[src/rtl/serializador_if.sv]
// Byte-in / bit-out bundle between the upstream byte source, the serializer
// and the downstream deserializer.
interface serializador_if #(
  parameter int DATA_WIDTH = 8
);
  logic [DATA_WIDTH-1:0] byte_in;
  logic                  byte_valid;
  logic                  byte_ready;
  logic                  status_in;
  logic                  data_out;
  logic                  write_out;
  logic                  busy;
  logic [7:0]            bytes_sent;

  modport master (
    output byte_in, byte_valid, status_in,
    input  byte_ready, data_out, write_out, busy, bytes_sent
  );

  modport slave (
    input  byte_in, byte_valid, status_in,
    output byte_ready, data_out, write_out, busy, bytes_sent
  );
endinterface

[src/rtl/serializador.sv]
// Parallel-to-serial transmitter feeding the deserializer, MSB first, one bit per clock.
// Optional one-entry hold register enabled by defining SERIALIZADOR_HOLD_BUFFER_EN.
module serializador #(
  parameter int DATA_WIDTH = 8,
  parameter int GAP_CYCLES = 2
) (
  input logic           clock_100KHz,
  input logic           reset,
  serializador_if.slave ser
);
  // state   | meaning
  // IDLE    | waiting for a byte handshake
  // WAIT_DS | byte loaded, waiting for downstream status_in=0
  // SHIFT   | emitting DATA_WIDTH bits, status_in ignored
  // GAP     | GAP_CYCLES idle cycles between frames
  typedef enum logic [1:0] {IDLE, WAIT_DS, SHIFT, GAP} state_t;

  localparam int CW = (DATA_WIDTH > 1) ? $clog2(DATA_WIDTH) : 1;

  state_t                state_q, state_d;
  logic [DATA_WIDTH-1:0] sreg_q, sreg_d;
  logic [CW-1:0]         bit_idx_q, bit_idx_d;
  logic [3:0]            gap_cnt_q, gap_cnt_d;
  logic                  done_q, done_d;
  logic                  byte_ready_q, byte_ready_d;
  logic                  write_out_q, data_out_q, busy_q;
  logic [7:0]            bytes_sent_q;
  logic                  handshake;
  logic                  post_gap;
`ifdef SERIALIZADOR_HOLD_BUFFER_EN
  logic [DATA_WIDTH-1:0] hold_q, hold_d;
  logic                  hold_full_q, hold_full_d;
`endif

  assign handshake = ser.byte_valid & byte_ready_q;

  always_comb begin
    state_d   = state_q;
    sreg_d    = sreg_q;
    bit_idx_d = bit_idx_q;
    gap_cnt_d = gap_cnt_q;
    done_d    = 1'b0;
    post_gap  = 1'b0;
`ifdef SERIALIZADOR_HOLD_BUFFER_EN
    hold_d      = hold_q;
    hold_full_d = hold_full_q;
    if (handshake && state_q != IDLE) begin
      hold_d      = ser.byte_in;
      hold_full_d = 1'b1;
    end
`endif
    case (state_q)
      IDLE: begin
        if (handshake) begin
          sreg_d  = ser.byte_in;
          state_d = WAIT_DS;
        end
      end
      WAIT_DS: begin
        if (!ser.status_in) begin
          state_d   = SHIFT;
          bit_idx_d = CW'(DATA_WIDTH - 1);
        end
      end
      SHIFT: begin
        sreg_d = sreg_q << 1;
        if (bit_idx_q == '0) begin
          done_d = 1'b1;
          if (GAP_CYCLES == 0) begin
            post_gap = 1'b1;
          end else begin
            state_d   = GAP;
            gap_cnt_d = 4'(GAP_CYCLES - 1);
          end
        end else begin
          bit_idx_d = bit_idx_q - 1'b1;
        end
      end
      GAP: begin
        if (gap_cnt_q == 4'd0) post_gap = 1'b1;
        else                   gap_cnt_d = gap_cnt_q - 4'd1;
      end
      default: state_d = IDLE;
    endcase

    // End of inter-frame gap: chain straight into the next frame when a byte is waiting
    if (post_gap) begin
`ifdef SERIALIZADOR_HOLD_BUFFER_EN
      if (hold_full_q) begin
        sreg_d      = hold_q;
        hold_full_d = 1'b0;
        state_d     = WAIT_DS;
      end else if (handshake) begin
        sreg_d      = ser.byte_in;
        hold_full_d = 1'b0;
        state_d     = WAIT_DS;
      end else begin
        state_d = IDLE;
      end
`else
      state_d = IDLE;
`endif
    end

`ifdef SERIALIZADOR_HOLD_BUFFER_EN
    byte_ready_d = ~hold_full_d;
`else
    byte_ready_d = (state_d == IDLE);
`endif
  end

  // Serial outputs trail the state by one register stage
  always_ff @(posedge clock_100KHz or posedge reset) begin
    if (reset) begin
      state_q      <= IDLE;
      sreg_q       <= '0;
      bit_idx_q    <= '0;
      gap_cnt_q    <= '0;
      done_q       <= 1'b0;
      byte_ready_q <= 1'b1;
      write_out_q  <= 1'b0;
      data_out_q   <= 1'b0;
      busy_q       <= 1'b0;
      bytes_sent_q <= '0;
    end else begin
      state_q      <= state_d;
      sreg_q       <= sreg_d;
      bit_idx_q    <= bit_idx_d;
      gap_cnt_q    <= gap_cnt_d;
      done_q       <= done_d;
      byte_ready_q <= byte_ready_d;
      write_out_q  <= (state_q == SHIFT);
      data_out_q   <= (state_q == SHIFT) & sreg_q[DATA_WIDTH-1];
      busy_q       <= (state_d != IDLE);
      bytes_sent_q <= bytes_sent_q + 8'(done_q);
    end
  end

`ifdef SERIALIZADOR_HOLD_BUFFER_EN
  always_ff @(posedge clock_100KHz or posedge reset) begin
    if (reset) begin
      hold_q      <= '0;
      hold_full_q <= 1'b0;
    end else begin
      hold_q      <= hold_d;
      hold_full_q <= hold_full_d;
    end
  end
`endif

  assign ser.byte_ready = byte_ready_q;
  assign ser.write_out  = write_out_q;
  assign ser.data_out   = data_out_q;
  assign ser.busy       = busy_q;
  assign ser.bytes_sent = bytes_sent_q;
endmodule

[src/flat_wrapper.sv]
// flat-port wrapper written by rule: the top's interface ports become plain ports
module serializador_flat 
#(
  parameter int DATA_WIDTH = 8,
  parameter int GAP_CYCLES = 2
)
  (clock_100KHz, reset, ser_byte_in, ser_byte_valid, ser_status_in, ser_byte_ready, ser_data_out, ser_write_out, ser_busy, ser_bytes_sent);
  serializador_if #(.DATA_WIDTH(DATA_WIDTH)) ser_i ();
  input logic clock_100KHz;
  input logic reset;
  input wire logic [$bits(ser_i.byte_in)-1:0] ser_byte_in;
  input wire logic [$bits(ser_i.byte_valid)-1:0] ser_byte_valid;
  input wire logic [$bits(ser_i.status_in)-1:0] ser_status_in;
  output wire logic [$bits(ser_i.byte_ready)-1:0] ser_byte_ready;
  output wire logic [$bits(ser_i.data_out)-1:0] ser_data_out;
  output wire logic [$bits(ser_i.write_out)-1:0] ser_write_out;
  output wire logic [$bits(ser_i.busy)-1:0] ser_busy;
  output wire logic [$bits(ser_i.bytes_sent)-1:0] ser_bytes_sent;
  assign ser_i.byte_in = ser_byte_in;
  assign ser_i.byte_valid = ser_byte_valid;
  assign ser_i.status_in = ser_status_in;
  assign ser_byte_ready = ser_i.byte_ready;
  assign ser_data_out = ser_i.data_out;
  assign ser_write_out = ser_i.write_out;
  assign ser_busy = ser_i.busy;
  assign ser_bytes_sent = ser_i.bytes_sent;
  serializador #(.DATA_WIDTH(DATA_WIDTH), .GAP_CYCLES(GAP_CYCLES)) u_core (.clock_100KHz(clock_100KHz), .reset(reset), .ser(ser_i));
endmodule
[config.mk]
export PLATFORM = sky130hd
export DESIGN_NAME = serializador_flat
export DESIGN_NICKNAME = d
export VERILOG_FILES = /design/src/rtl/serializador_if.sv /design/src/rtl/serializador.sv /design/src/flat_wrapper.sv
export SDC_FILE = /design/constraint.sdc
export NUM_CORES = 1
export LEC_CHECK = 0
export BUFFER_PORTS_ARGS = -buffer_cell sky130_fd_sc_hd__clkbuf_2
export CAP_MARGIN = 20
export CORE_MARGIN = 5
export CORE_UTILIZATION = 50
export CTS_BUF_LIST = sky130_fd_sc_hd__clkbuf_8
export CTS_CLUSTER_SIZE = 14
export DETAILED_ROUTE_END_ITERATION = 12
export PLACE_DENSITY = 0.76
export SYNTH_ARGS = -nofsm -noshare
export SYNTH_HDL_FRONTEND = slang
export SYNTH_SLANG_ARGS = --single-unit
[constraint.sdc]
create_clock -name clock_100KHz -period 1.6 [get_ports clock_100KHz]
set_input_delay 0.32 -clock clock_100KHz [delete_from_list [all_inputs] [get_ports clock_100KHz]]
set_output_delay 0.32 -clock clock_100KHz [all_outputs]
set_load 0.05 [all_outputs]
# After elaboration in Yosys (flattened, before gate mapping)
# Index checks and enable logic that the tools add are counted.
[classes] addsub=3 mul=0 n_div=0 magnitude_cmp=0 n_eq_ne=8 n_shift=0 mux=17 bitwise=2 reduce_logical=11
[op_table] operator="$pmux 8 s2" n=1
[op_table] operator="$add 8x1->8" n=1
[op_table] operator="$mux 2" n=4
[op_table] operator="$mux 4" n=2
[op_table] operator="$mux 8" n=1
[op_table] operator="$pmux 4 s2" n=1
[op_table] operator="$reduce_bool 2->1" n=4
[op_table] operator="$mux 3" n=2
[op_table] operator="$ne 2x2->1 const B" n=3
[op_table] operator="$pmux 2 s3" n=1
[op_table] operator="$pmux 3 s2" n=1
[op_table] operator="$reduce_and 3->1" n=2
[op_table] operator="$eq 2x2->1 const B" n=2
[op_table] operator="$logic_not 2->1" n=2
[op_table] operator="$logic_not 4->1" n=1
[op_table] operator="$mux 1" n=4
[op_table] operator="$ne 2x1->1 const B" n=2
[op_table] operator="$sub 4x1->4 const B" n=1
[op_table] operator="$logic_not 3->1" n=1
[op_table] operator="$sub 3x1->3 const B" n=1
[op_table] operator="$and 1x1->1" n=2
[op_table] operator="$eq 2x1->1 const B" n=1
[op_table] operator="$reduce_and 2->1" n=1
[totals] reg_bits=30 latch_bits=0 ramBits=0 romBits=0 input_bits=12 output_inout_bits=12 word_cells=51 memories=0

# Longest topological paths before layout
# Gate-level depths: netlist (run 1).
[logic_depth] ltp_word=5 depth_mapped=5 ltp_nobuf=5

# Least setup slack after synthesis (run 1)
# Ideal clock, no wire load.
[synth_path] path_type="register to register" startpoint="register u_core.bytes_sent_q[0] (netlist: u_core.ser.bytes_sent[0])" endpoint="register u_core.bytes_sent_q[6] (netlist: u_core.ser.bytes_sent[6])" setup_ns=0.082 t_arrival_ns=1.440 t_required_ns=1.518 path_slack_ns=0.078 path_stages_with_launch=6 period_less_slack_ns=1.522 cell_sequence="dfrtp_1 ha_1 ha_1 nand3_1 nor2_1 xor2_1"
[synth_via] elab_chain_len=1
[synth_rtl] element="start, declared" line_no="serializador.sv:27" text="logic [7:0] bytes_sent_q;"
[synth_rtl] element="start signal, assigned" line_no="serializador.sv:135" text="bytes_sent_q <= bytes_sent_q + 8'(done_q);"
[synth_rtl] element="$add 8x1->8" line_no="serializador.sv:135"
# No other way between the ends.
# A chain may end at the register's enable or synchronous reset.

# Worst setup path after layout (run 1)
[layout_path] startpoint="register u_core.gap_cnt_q[0]" endpoint="register u_core.state_q[0]"
[layout_via] elab_chain_len=4
[layout_rtl] element="start, declared" line_no="serializador.sv:23" text="logic [3:0] gap_cnt_q, gap_cnt_d;"
[layout_rtl] element="start signal, assigned" line_no="serializador.sv:129" text="gap_cnt_q <= gap_cnt_d;"
[layout_rtl] element="$logic_not 4->1" line_no="serializador.sv:80" text="if (gap_cnt_q == 4'd0) post_gap = 1'b1;"
[layout_rtl] element="$mux 1" line_no="serializador.sv:80"
[layout_rtl] element="$mux 1" line_no="serializador.sv:52" text="case (state_q)"
[layout_rtl] element="$mux 2" line_no="serializador.sv:87" text="if (post_gap) begin"
[layout_rtl] element="via u_core.state_d[0]" line_no="serializador.sv:20" text="state_t state_q, state_d;"
[layout_rtl] element="end signal, assigned" line_no="serializador.sv:126" text="state_q <= state_d;"
[layout_rtl] element="end, declared" line_no="serializador.sv:20"
# The timed path passes the listed nets, and every way through them passes these cells.

==> impl_results.md, run 1 <==
- Status: complete, no violations
- Min Tclk post-route: 1510 ps
- Slew headroom: 0.757
- Synth Area in Compound Gates: 0.136
- Syn. warnings: 0
- Share of layout cells above drive strength 1: 0.250
- Count of different cell masters after synthesis: 33
- WP data arrival: 1660 ps
- CP startpoint kind: register
- Final Max Slew Viols: 0
- Starting density of the core: 0.512
- Static Leak: 0.000852 µW
- # hold bufs at CTS: 0
- Vias per cell: 5.40
- CTS tree: yes
- Worst Path Buf+Inv: 1
- Crit path max-delay family: simple AND/OR/NAND/NOR gates
- TritonCTS Sinks: 30
- Post-synthesis sequential element count: 30
- Cells after synthesis: 137
- Final net count: 184
- Commonest cells after routing, fill and taps aside: dfrtp_1 (29), clkbuf_2 (23), nand2_1 (16)
- Rows: 19
- Setup bufs post-CTS: 0
- Die Wd: between 60 and 70 µm
- CP max FO: 4
- Boundary Pins: 24
- Max cap viols: 0
- Synthesized Nets: 154
- Design Power: about 3300 µW
- Core area: roughly 2700 µm²
- Register area share after synthesis: 0.542
- CP required: 1750 ps
- Area Growth Syn to Fin: 20.6%
- Clock latency on the worst-skew pair: 270 ps
- DRC viols: 0
- DP Wirelength: 1890 µm
- Reg clk slew, reported paths: 60 ps
- Congestion Overflow GR: 0
- Die Y-Extent: ~63 µm
- Routed WL: 2600 µm
- Clock Skew: 3.92 ps
- DR iter-0 viols: 32
- H-tree level count: 2
- GP Congestion: 0.783
- Worst vdd ir: 1.57 mV
- Setup crit end kind: register
- Buffers on Ports: 23
- Period utilization: 0.943
- Commonest non-fill, non-tap cell in the layout: dfrtp_1
- PD cells: 2000 nW/µm²
- Post-synthesis mux area share: 0.0225
- Inserted Diodes: 0
- Actual slew at the worst max-slew pin: 365 ps
- Num CTS Buffers: 5
- DR vias: 1074
- Max frequency: 663 MHz
- DR pass1 iterations: 4
- Placed Cells: between 150 and 200
- Routed Antenna Nets: 0
- Crit-path cells: inv_1 > ha_1 > nor3b_4 > nor2_1 > or3_1
- Average wire per standard cell: 13.1 µm
- Largest net degree at the start of global routing: 31
- Initial antenna violation count: 0
- CP max stage delay: approximately 400 ps
- Crit-path slowest cell: dfrtp_1
- Worst Hold Class: input pin to async pin
- CTS Root Cell: clkbuf_8
- Clk buf depth: 2
- Final cell count without fillers: 199
- First-pass GRT wire length: around 4500 µm
- Vias in the first global route: 1022
- Final hold violations: 0
- Mapped cell area: 1390 µm²
- Synth Area in Simple Gates: 0.177
- Largest family of logic cells by synthesized area: simple AND/OR/NAND/NOR gates
- Final setup fails: 0
- Avg Cell Area, Syn: 10.1 µm²
- Fill cell count: about 230
- Gr usage total: 0.143
- Critical path type: register to register
- Area share of fa/ha/maj cells after synthesis: 0.0451
- Xor/xnor share of the synthesized area: 0.0379
- Die area: 3930 µm²
## through the flow
step	hold slack, ps	setup slack (ps)	TNS, ps	instance area (µm²)	util
floorplan	410	78.4	0	1390	-
global placement	383	164	0	1550	0.573
detailed placement	403	40.3	0	1550	0.573
CTS	111	27.4	0	1660	0.614
global route	133	-4.51	-4.51	1670	0.617
finish	94.8	91.3	0	1670	0.617
## synthesized netlist by cell type
master | instances | area, µm²
mux2_1 | 1 | 11.3
a21oi_2 | 1 | 8.76
nand3_1 | 6 | 30.0
nor3b_2 | 1 | 12.5
o311ai_1 | 1 | 8.76
nor2b_1 | 1 | 6.26
mux2i_1 | 2 | 20.0
inv_2 | 1 | 3.75
nand4b_1 | 1 | 8.76
dfstp_2 | 1 | 26.3
and2_1 | 1 | 6.26
xor2_1 | 4 | 35.0
nor3_1 | 2 | 10.0
buf_2 | 5 | 25.0
nor3b_1 | 1 | 7.51
a32oi_1 | 1 | 8.76
xnor2_1 | 2 | 17.5
nand3b_4 | 1 | 20.0
nand2b_1 | 2 | 12.5
and3b_1 | 1 | 8.76
nor2_1 | 13 | 48.8
nand2_1 | 16 | 60.1
o31ai_1 | 1 | 7.51
ha_1 | 5 | 62.6
a22o_1 | 3 | 26.3
or3_1 | 1 | 6.26
a21oi_1 | 15 | 75.1
o31a_1 | 1 | 8.76
o21ai_1 | 4 | 20.0
or4_1 | 1 | 7.51
dfrtp_1 | 29 | 726
o21ai_0 | 5 | 25.0
inv_1 | 7 | 26.3
## cell families (layout without fill, tap and decap cells)
| kind of cell | count (synthesis) | after routing |
|---|---|---|
| simple gates | 48 | 48 |
| compound gates | 32 | 32 |
| flops | 30 | 30 |
| buf+inv | 13 | 44 |
| xor+xnor | 6 | 6 |
| fa+ha+maj | 5 | 5 |
| mux | 3 | 3 |
## layout make-up
type | count | area (µm²) | share of cell area
clock buffer | 8 | 110 | 0.0658
tap | 31 | 38.8 | 0.0232
inverter | 8 | 30.0 | 0.0180
timing repair buffer | 28 | 153 | 0.0912
sequential | 30 | 752 | 0.450
multi-input combinational | 94 | 589 | 0.352
## power by group
| part | switching (µW) | internal, µW | total [µW] |
|---|---|---|---|
| Combinational | 838 | 518 | 1360 |
| Clock | 271 | 434 | 704 |
| Sequential | 225 | 1050 | 1280 |
## repair_timing
action,in CTS,in global routing
setup endpoints to repair,0,3
hold endpoints to repair,0,0
gates resized for setup,0,2
## final timing paths
check                                          from                        to  cells after the start  slack (ps)
worst max-delay path            u_core.gap_cnt_q[0]         u_core.state_q[0]                      5          90
worst min-delay path                          reset       u_core.ser.data_out                      3          90
worst max register to register  u_core.gap_cnt_q[0]         u_core.state_q[0]                      5          90
worst min register to register        u_core.done_q  u_core.ser.bytes_sent[0]                      1         460
max in group asynchronous                     reset     u_core.ser.byte_ready                      3        1200
min in group clock_100KHz            ser_byte_in[0]          u_core.sreg_q[0]                      3         270
## flip-flops by register name (all words and copies together), names as in the netlist
register,cells
u_core.ser.bytes_sent,8
u_core.sreg_q,8
u_core.gap_cnt_q,4
u_core.bit_idx_q,3
u_core.state_q,2
u_core.done_q,1
u_core.ser.busy,1
u_core.ser.byte_ready,1
u_core.ser.data_out,1
u_core.ser.write_out,1
## tightest hold or removal path: stages
cell,delay [ps]
clkbuf_2,80
inv_1,50
buf_4,340
## per-layer routing
layer	wire length (µm)	vias up	part of all wire	track usage
met3	152	6	0.058	0.0504
met5	0	-	0	0
met2	1250	33	0.48	0.220
met1	1160	506	0.44	0.180
met4	47	0	0.018	0.0637
li1	-	529	-	-
Note: power is estimated with default switching activity, not from simulation.
==> run 2, diff against run 1 <==
--- a/config.mk
+++ b/config.mk
@@ -9,7 +9,6 @@
 export CAP_MARGIN = 20
 export CORE_MARGIN = 5
 export CORE_UTILIZATION = 50
-export CTS_BUF_LIST = sky130_fd_sc_hd__clkbuf_8
 export CTS_CLUSTER_SIZE = 14
 export DETAILED_ROUTE_END_ITERATION = 12
 export PLACE_DENSITY = 0.76
==> impl_results.md, run 2 (synthesis results as in run 1) <==
- Average wire per standard cell: 13.3 µm (was 13.1 µm)
- # hold bufs at CTS: 0 (unchanged)
- H-tree level count: 2 (unchanged)
- Met1 usage: 0.180 (unchanged)
- Static Leak: 0.000837 µW (was 0.000852 µW)
- CTS tree: yes (unchanged)
- Slew headroom: 0.758 (was 0.757)
- Vias per cell: 5.37 (was 5.40)
- Starting density of the core: 0.512 (unchanged)
- Clock latency on the worst-skew pair: 320 ps (was 270 ps)
- Die area: 3930 µm² (unchanged)
- Largest net degree at the start of global routing: 31 (unchanged)
- Critical path startpoint: u_core.gap_cnt_q[0] (unchanged)
- Critical path type: register to register (unchanged)
- Worst vdd ir: 1.32 mV (was 1.57 mV)
- Worst Hold Class: input pin to async pin (unchanged)
- Reg-to-Reg End: u_core.state_q[0] (unchanged)
- Clock Skew: 8.15 ps (was 3.92 ps)
- Min Tclk post-route: 1500 ps (was 1510 ps)
- Vias in the first global route: 1036 (was 1022)
- Die Wd: 62.7 µm (unchanged)
- Max frequency: 666 MHz (was 663 MHz)
- TritonCTS Sinks: 30 (unchanged)
- DRC viols: 0 (unchanged)
- Clk buf depth: 2 (unchanged)
- Worst r2r src: u_core.gap_cnt_q[0] (unchanged)
- Num CTS Buffers: 5 (unchanged)
- Storage cell area: 752 µm² (unchanged)
- Top Usage Layer GRT: met2 (unchanged)
- Reg clk slew, reported paths: 100 ps (was 60 ps)
- CP startpoint kind: register (unchanged)
- Final net count: 184 (unchanged)
- Flop-to-flop setup slack: 100 ps (was 90 ps)
- Final hold violations: 0 (unchanged)
- CP max FO: 4 (unchanged)
- Congestion Overflow GR: 0 (unchanged)
- Status: complete, no violations (unchanged)
- Inserted Diodes: 0 (unchanged)
- Setup crit end kind: register (unchanged)
- Max cap viols: 0 (unchanged)
- Fill cell count: 232 (was 226)
- Final setup fails: 0 (unchanged)
- Gr usage total: 0.145 (was 0.143)
- Commonest non-fill, non-tap cell in the layout: dfrtp_1 (unchanged)
- Share of layout cells above drive strength 1: 0.256 (was 0.250)
- Placed Cells: 191 (unchanged)
- DP Wirelength: 1890 µm (unchanged)
- RSZ-0062 raised after global routing: no
- Routed Antenna Nets: 0 (unchanged)
- Die Y-Extent: 62.7 µm (unchanged)
- Placement Setup Slack: 40.3 ps (unchanged)
- CTS Root Cell: clkbuf_4 (was clkbuf_8)
- Final setup margin: 98.4 ps (was 91.3 ps)
- Setup total negative slack: 0 ps (unchanged)
- Crit-path slowest cell: dfrtp_1 (unchanged)
- Commonest cells after routing, fill and taps aside: dfrtp_1 (29), clkbuf_2 (23), nand2_1 (16) (unchanged)
- Boundary Pins: 24 (unchanged)
- Reg2Reg Depth: 5 (unchanged)
- Multi-input gate area: 592 µm² (was 589 µm²)
- Buffers on Ports: 23 (unchanged)
- GP Congestion: 0.783 (unchanged)
- Final Max Slew Viols: 0 (unchanged)
- Area Growth Syn to Fin: 18.5% (was 20.6%)
- DR vias: 1069 (was 1074)
- First-pass GRT wire length: 4570 µm (was 4530 µm)
- CP max stage delay: 420 ps (was 400 ps)
- WP data arrival: 1710 ps (was 1660 ps)
- CP required: 1810 ps (was 1750 ps)
- Crit-path cells: inv_1 > ha_2 > nor3b_4 > nor2_1 > or3_1 (was inv_1 > ha_1 > nor3b_4 > nor2_1 > or3_1)
- DR pass1 iterations: 4 (unchanged)
- GR Util met2: 0.222 (was 0.220)
- Rows: 19 (unchanged)
- Core area: 2710 µm² (unchanged)
- Met3 track demand over resource: 0.0540 (was 0.0504)
- PD cells: 1950 nW/µm² (was 2000 nW/µm²)
- Period utilization: 0.938 (was 0.943)
- Initial antenna violation count: 0 (unchanged)
- Actual slew at the worst max-slew pin: 363 ps (was 365 ps)
- DR iter-0 viols: 48 (was 32)
- Final cell count without fillers: 199 (unchanged)
- Routed WL: 2650 µm (was 2600 µm)
[run 2: final cells by class]
class | instances | share of cell area
clock buffer | 8 | 0.0479
inverter | 8 | 0.0183
multi-input combinational | 94 | 0.360
sequential | 30 | 0.457
tap | 31 | 0.0236
timing repair buffer | 28 | 0.0928
[run 2: through the flow]
stage / instance area, µm² / hold WS (ps) / total power, µW / util
floorplan: 1390 / 410 / 2300 / -
global placement: 1550 / 383 / 2550 / 0.573
detailed placement: 1550 / 403 / 2620 / 0.573
CTS: 1630 / 52.0 / 3190 / 0.602
global route: 1640 / 66.3 / 3470 / 0.607
finish: 1640 / 41.6 / 3210 / 0.607
[run 2: layer usage]
| layer | wire length, µm | share of wire | vias up |
|---|---|---|---|
| li1 | - | - | 526 |
| met1 | 1150 | 0.43 | 505 |
| met2 | 1280 | 0.48 | 32 |
| met3 | 173 | 0.065 | 6 |
| met4 | 51 | 0.019 | 0 |
| met5 | 0 | 0 | - |
[run 2: worst max-delay path, delay by kind of cell, from the launching register on]
family	cells	cell delay, ps
buffers and inverters	1	70
DFF	1	420
and+or+nand+nor	3	690
adders and majority gates	1	200
[run 2: worst max-delay path by stage]
stage	to
2_1_floorplan	u_core.ser.bytes_sent[6]
3_3_place_gp	u_core.state_q[0]
3_5_place_dp	u_core.gap_cnt_q[3]
4_1_cts	u_core.gap_cnt_q[3]
5_1_grt	u_core.gap_cnt_q[3]
6_report	u_core.state_q[0]
[run 2: what timing repair did]
item / CTS / global route
endpoints found under the hold margin: 0 / 0
setup buffers: 0 / 0
resized for setup: 0 / 3
setup endpoints to repair: 0 / 3
[run 2: report_power, final]
part	switching (µW)	total, µW	internal (µW)
Sequential	228	1280	1050
Combinational	846	1370	523
Clock	259	559	300
